--- src/rtl/demux_2_1_sched.sv ---
// Receiving end of the time-sliced switch/button 2:1 mux path: a phase selector
// routes the shared din into out_a (phase 0) or out_b (phase 1), with post-toggle blanking.
module demux_2_1_sched #(
  parameter int WIDTH         = 2,
  parameter int TOGGLE_CYCLES = 200000000,
  parameter int SETTLE_CYCLES = 4
) (
  input  logic             clk,
  input  logic             rst_n,
  input  logic             en,
  input  logic [WIDTH-1:0] din,
  output logic             sel,
  output logic             phase_tick,
  output logic [WIDTH-1:0] out_a,
  output logic [WIDTH-1:0] out_b,
  output logic             chg_a,
  output logic             chg_b
);

  localparam int CNT_W = $clog2(TOGGLE_CYCLES);
  localparam int SET_W = (SETTLE_CYCLES > 0) ? $clog2(SETTLE_CYCLES + 1) : 1;
  localparam logic [CNT_W-1:0] CNT_LAST = CNT_W'(TOGGLE_CYCLES - 1);
  localparam logic [SET_W-1:0] SET_INIT = SET_W'(SETTLE_CYCLES);

  logic [CNT_W-1:0] phase_cnt_q, phase_cnt_d;
  logic [SET_W-1:0] settle_cnt_q, settle_cnt_d;
  logic             sel_q, sel_d;
  logic             phase_tick_q, phase_tick_d;
  logic [WIDTH-1:0] out_a_q, out_a_d;
  logic [WIDTH-1:0] out_b_q, out_b_d;
  logic             chg_a_q, chg_a_d;
  logic             chg_b_q, chg_b_d;

  always_comb begin
    phase_cnt_d  = phase_cnt_q;
    settle_cnt_d = settle_cnt_q;
    sel_d        = sel_q;
    phase_tick_d = 1'b0;
    out_a_d      = out_a_q;
    out_b_d      = out_b_q;
    chg_a_d      = 1'b0;
    chg_b_d      = 1'b0;
    if (en) begin
      // Capture always uses the pre-toggle sel, so a coincident toggle lands in the old channel.
      if (settle_cnt_q == '0) begin
        if (!sel_q) begin
          out_a_d = din;
          chg_a_d = (din != out_a_q);
        end else begin
          out_b_d = din;
          chg_b_d = (din != out_b_q);
        end
      end
      if (phase_cnt_q == CNT_LAST) begin
        phase_cnt_d  = '0;
        sel_d        = ~sel_q;
        phase_tick_d = 1'b1;
        settle_cnt_d = SET_INIT;
      end else begin
        phase_cnt_d = phase_cnt_q + CNT_W'(1);
        if (settle_cnt_q != '0) begin
          settle_cnt_d = settle_cnt_q - SET_W'(1);
        end
      end
    end
  end

  always_ff @(posedge clk or negedge rst_n) begin
    if (!rst_n) begin
      phase_cnt_q  <= '0;
      settle_cnt_q <= SET_INIT;
      sel_q        <= 1'b0;
      phase_tick_q <= 1'b0;
      out_a_q      <= '0;
      out_b_q      <= '0;
      chg_a_q      <= 1'b0;
      chg_b_q      <= 1'b0;
    end else begin
      phase_cnt_q  <= phase_cnt_d;
      settle_cnt_q <= settle_cnt_d;
      sel_q        <= sel_d;
      phase_tick_q <= phase_tick_d;
      out_a_q      <= out_a_d;
      out_b_q      <= out_b_d;
      chg_a_q      <= chg_a_d;
      chg_b_q      <= chg_b_d;
    end
  end

  assign sel        = sel_q;
  assign phase_tick = phase_tick_q;
  assign out_a      = out_a_q;
  assign out_b      = out_b_q;
  assign chg_a      = chg_a_q;
  assign chg_b      = chg_b_q;

endmodule

--- config.mk ---
export PLATFORM = sky130hd
export DESIGN_NAME = demux_2_1_sched
export DESIGN_NICKNAME = d
export VERILOG_FILES = /design/src/rtl/demux_2_1_sched.sv
export SDC_FILE = /design/constraint.sdc
export NUM_CORES = 1
export LEC_CHECK = 0
export ABC_AREA = 1
export BUFFER_PORTS_ARGS = -buffer_cell sky130_fd_sc_hd__buf_4
export CAP_MARGIN = 20
export CORE_MARGIN = 2
export CORE_UTILIZATION = 60
export DETAILED_ROUTE_END_ITERATION = 7
export PLACE_DENSITY = 0.84
export SLEW_MARGIN = 5
export SYNTH_ARGS = -nofsm -noshare
export SYNTH_HDL_FRONTEND = slang
export SYNTH_SLANG_ARGS = --single-unit
--- constraint.sdc ---
create_clock -name clk -period 1.99 [get_ports clk]
set_input_delay 0.4975 -clock clk [delete_from_list [all_inputs] [get_ports clk]]
set_output_delay 0.4975 -clock clk [all_outputs]
set_load 0.05 [all_outputs]
Word-level counts from Yosys, hierarchy flattened

Cells that the tools add are included.

Add/sub/neg operators: 2
Multipliers: 0
Div/mod/pow operators: 0
Magnitude comparators: 0
Equal/unequal tests: 3
Shift-type cells: 0
Multiplexer cells: 11
Bitwise logic cells: 1
Reductions and logical operators: 7

Operators with widths:

| cell                                              | count |
|---|---|
| adder 28 x 1 -> 28 bit (second input constant)    | 1 |
| == test 28 bit (second input constant)            | 1 |
| two-way mux 28 bit                                | 1 |
| two-way mux 1 bit                                 | 8 |
| two-way mux 3 bit                                 | 2 |
| AND reduction 3 bit                               | 2 |
| != test 2 bit                                     | 2 |
| AND reduction 2 bit                               | 2 |
| zero test 3 bit                                   | 1 |
| nonzero test 3 bit                                | 1 |
| subtractor 3 x 1 -> 3 bit (second input constant) | 1 |
| nonzero test 2 bit                                | 1 |
| NOT 1 bit                                         | 1 |

Register bits after elaboration: 39
Latch bits: 0
Bits in writable memories: 0
ROM bits: 0
Bits of input ports: 5
Output and inout bits: 8
Logic and storage cells: 32
Memories kept: 0

Logic depth before layout (Yosys ltp)

Depth in word-level cells: 4
Gate-level depth with buffers: 9
Mapped depth without buffers: 9

Worst setup path after synthesis

OpenSTA, ideal clock, no wires.

Kind: reg2reg
From: register phase_cnt_q[0]
To: register phase_cnt_q[5]
Setup time: 114 ps
Arrival time: 1205 ps
Data required time: 1876 ps
Slack: 670 ps
Cell stages (with the launch flop): 10
Path buffers: 1
Clock period less this slack: 1320 ps
Cell sequence: dfrtp_1 > ha_1 > inv_1 > nor2_1 > nand2_2 > nor2_4 > nand3_2 > buf_6 > nand3b_1 > inv_1

Word-level cells in the longest chain between the ends: 2
Elaborated cells between the ends (all ways): 3
Those cells by class: 1 x add/sub; 1 x eq/ne; 1 x mux

RTL lines:

| element                                                         | RTL line | source |
|---|---|---|
| start: declaration                                              | 25       | `logic [CNT_W-1:0] phase_cnt_q, phase_cnt_d;` |
| start signal: assignment                                        | 79       | `phase_cnt_q <= phase_cnt_d;` |
| adder 28 x 1 -> 28 bit / == test 28 bit (equally long branches) | 60, 54   |  |
| two-way mux 28 bit (*)                                          | 54       | `if (phase_cnt_q == CNT_LAST) begin` |

Mark *: on every way between the ends. The rest lies on a longest branch, timed or not.
A chain may end at the register's enable or synchronous reset.

Worst setup path after layout

From: register phase_cnt_q[0]
To: register settle_cnt_q[1]

Word-level cells in the longest chain between the ends: 3
Elaborated cells between the ends (all ways): 4
Those cells by class: 1 x eq/ne; 1 x mux; 2 x reduce/logical

RTL lines:

| element                       | RTL line | source |
|---|---|---|
| == test 28 bit (*)            | 54       |  |
| nonzero test 2 bit (no line)  | -        |  |
| AND reduction 2 bit (no line) | -        |  |
| end signal: assignment        | 80       | `settle_cnt_q <= settle_cnt_d;` |
| end: declaration              | 26       | `logic [SET_W-1:0] settle_cnt_q, settle_cnt_d;` |

Marks and branches as above.

==> metrics <==
status finished, final reports clean; H-tree depth 2; Post-Synthesis Mean Instance Area about 7.0 µm²; Worst Skew 0.00920 ns; Core ar. about 3700 µm²; CTS root buf clkbuf_8; post-DP HPWL about 3.7 mm; vias in the first global route between 1500 and 2000; Peak Freq around 640 MHz; Slowest-stage cell, CP dfrtp_1; largest net degree at the start of global routing 40; top post-synthesis cells by area dfrtp_1 (41%), nand2_1 (14%), inv_1 (9.1%); Synth Warn # 0; CP peak stage delay approximately 0.38 ns; setup TNS 0 ns; worst skew pair latency roughly 0.3 ns; vias per cell just over 5; first-pass GRT wire length about 8.6 mm; crit-path max FO 11; initial DRC count about 110; Static Leakage ~1.4 nW; Worst EP arrival around 1.8 ns; Pwr Total roughly 1.7 mW; Worst Path Required 2.17 ns; # DRC 0; post-route ant nets 0; clk buf depth 2; CP Class flop to flop; Final #Nets about 350; PortBufs 12; Post-CTS Hold Buffers 0; Multi-input gate area about 1100 µm²; period utilisation layout 0.787; top cell type's share of synthesized area 0.412; Synth Register Bits 39; setup violators final 0; critical path depth 8; RSZ-0062 raised after global routing false; Worst setup EP type flop; gr usage total 0.257; routed length per instance roughly 12 µm; layout cell share with drive strength beyond 1 0.135; final wirelength 4.85 mm; area leader, netlist dfrtp_1; register area 977 µm²; Cell Count, Final, Fillers Out between 300 and 400; PD cells around 670 nW/µm²; fillers 310; synth-to-layout area growth 9.43%; Pre-antenna DRT Iters 5; GP Congestion approximately 0.86; Mapped Area 2310 µm²; critical path startpoint category flop; VDD IR-drop max around 0.00054 V; Slew Limit Headroom 0.672; Worst R2R Path Depth 8; # resized after CTS 0; placed cell count 387; CP delay by family, top simple AND/OR/NAND/NOR gates; die extent in y roughly 66 µm; Clock transition at path regs ~0.070 ns; synthesized net count approximately 340; antenna violations before repair 0; total CTS buffers 5; CTS Sinks 39; DR vias 2029; Ant. Diodes 0; Max Slew Vio Count 0; Post-Syn Instances between 300 and 400; postcts setup bufs 0; crit path cell chain ha_1 -> inv_1 -> nor2_1 -> nand2_2 -> nor2_4 -> nand3_2 -> nand3_1 -> nand2_1; Die X about 66 µm; Synth cell types 24; IO Pins 13; Initial Utilization 0.626; CP Buf/Inv Count 1; Hold Path Class input pin to async pin; final core occ 0.685; total grt overflow 0; Hold Vio Cnt, Final 0; row cnt 22; CTS tree done; measured slew at the worst slew-check pin 0.492 ns; Die ar. 4360 µm²; Final min period between 1.5 and 2 ns; Max Cap Viol 0; Seq/Total Area, Yosys 0.423
-- placed cells by master (no fill, tap or decap), types with 5 or more instances in the layout --
cell type	count
a21oi_1	8
buf_4	12
clkbuf_8	5
dfrtp_1	38
inv_1	56
nand2_1	89
nand2_2	8
nand3_1	23
nor2_1	53
nor2_2	9
nor3_1	5
o21ai_0	7
xor2_1	9
-- worst reg2reg max path, stage by stage, from the launching register on --
cell and delay, ns:
dfrtp_1 0.38, ha_1 0.18, inv_1 0.04, nor2_1 0.16, nand2_2 0.11, nor2_4 0.11
nand3_2 0.26, nand3_1 0.15, nand2_1 0.06
-- area by class of cell --
| cell class | instances | share of cell area |
|---|---|---|
| Inverter | 57 | 0.0847 |
| Clock buffer | 5 | 0.0272 |
| Multi-Input combinational cell | 231 | 0.436 |
| Timing Repair Buffer | 12 | 0.0356 |
| Sequential cell | 39 | 0.387 |
| Clock inverter | 3 | 0.00594 |
| Tap cell | 48 | 0.0238 |
-- layer usage --
layer	GRT usage	vias up	part of all wire
li1	-	1027	-
met1	0.303	942	0.43
met2	0.463	52	0.51
met3	0.0494	8	0.047
met4	0.0893	0	0.013
met5	0	-	0
-- synth_stat cells --
library cell and instances:
nand3b_1 3, nor2_2 9, inv_2 1, nor2_4 2
nor2_1 53, nand2_1 89, inv_1 56, or2_2 4
xor2_1 9, dfrtp_1 38, dfstp_2 1, ha_1 3
o21ai_0 7, nand3_1 23, a21oi_1 8, nor3_1 5
o21bai_1 1, buf_6 1, nand4_1 3, nand3_2 2
nand2_2 8, and2_1 1, buf_2 1, a41oi_1 1
-- worst paths after layout --
path                                       from              end  slack [ns]
worst max-delay path             phase_cnt_q[0]  settle_cnt_q[1]        0.42
worst min-delay path                      rst_n  phase_cnt_q[13]        0.16
worst max register to register   phase_cnt_q[0]  settle_cnt_q[1]        0.42
worst min register to register  settle_cnt_q[0]  settle_cnt_q[0]        0.51
max in group asynchronous                 rst_n  settle_cnt_q[2]        1.46
min in group clk                settle_cnt_q[0]  settle_cnt_q[0]        0.51
-- flip-flops by register name (all words and copies together) (netlist names) --
name          flops
phase_cnt_q      28
settle_cnt_q      3
out_a             2
out_b             2
chg_a             1
chg_b             1
phase_tick        1
sel               1
-- cell families (layout without fill, tap and decap cells) --
group                    after synthesis  count (layout)  synth area share
XOR/XNOR                               9               9            0.0341
adder cells (fa/ha/maj)                3               3            0.0163
flip-flops                            39              39             0.423
AND/OR/NAND/NOR                      202             202             0.387
AO/OA/AOI/OAI                         17              17            0.0395
buffers and inverters                 59              77            0.0997
-- through the flow --
stage	cell area [µm²]	hold slack, ns	setup slack (ns)
2_1_floorplan	2310	0.202	0.670
6_report	2530	0.163	0.425
5_1_grt	2530	0.209	0.271
3_5_place_dp	2440	0.493	0.367
4_1_cts	2530	0.180	0.415
3_3_place_gp	2440	0.483	0.403
-- report_power, final --
part / switching [mW] / internal (mW)
registers: 0.0632 / 0.858
logic: 0.161 / 0.0850
clock network: 0.280 / 0.240
total: 0.504 / 1.18
Note: power is estimated with default switching activity, not from simulation.
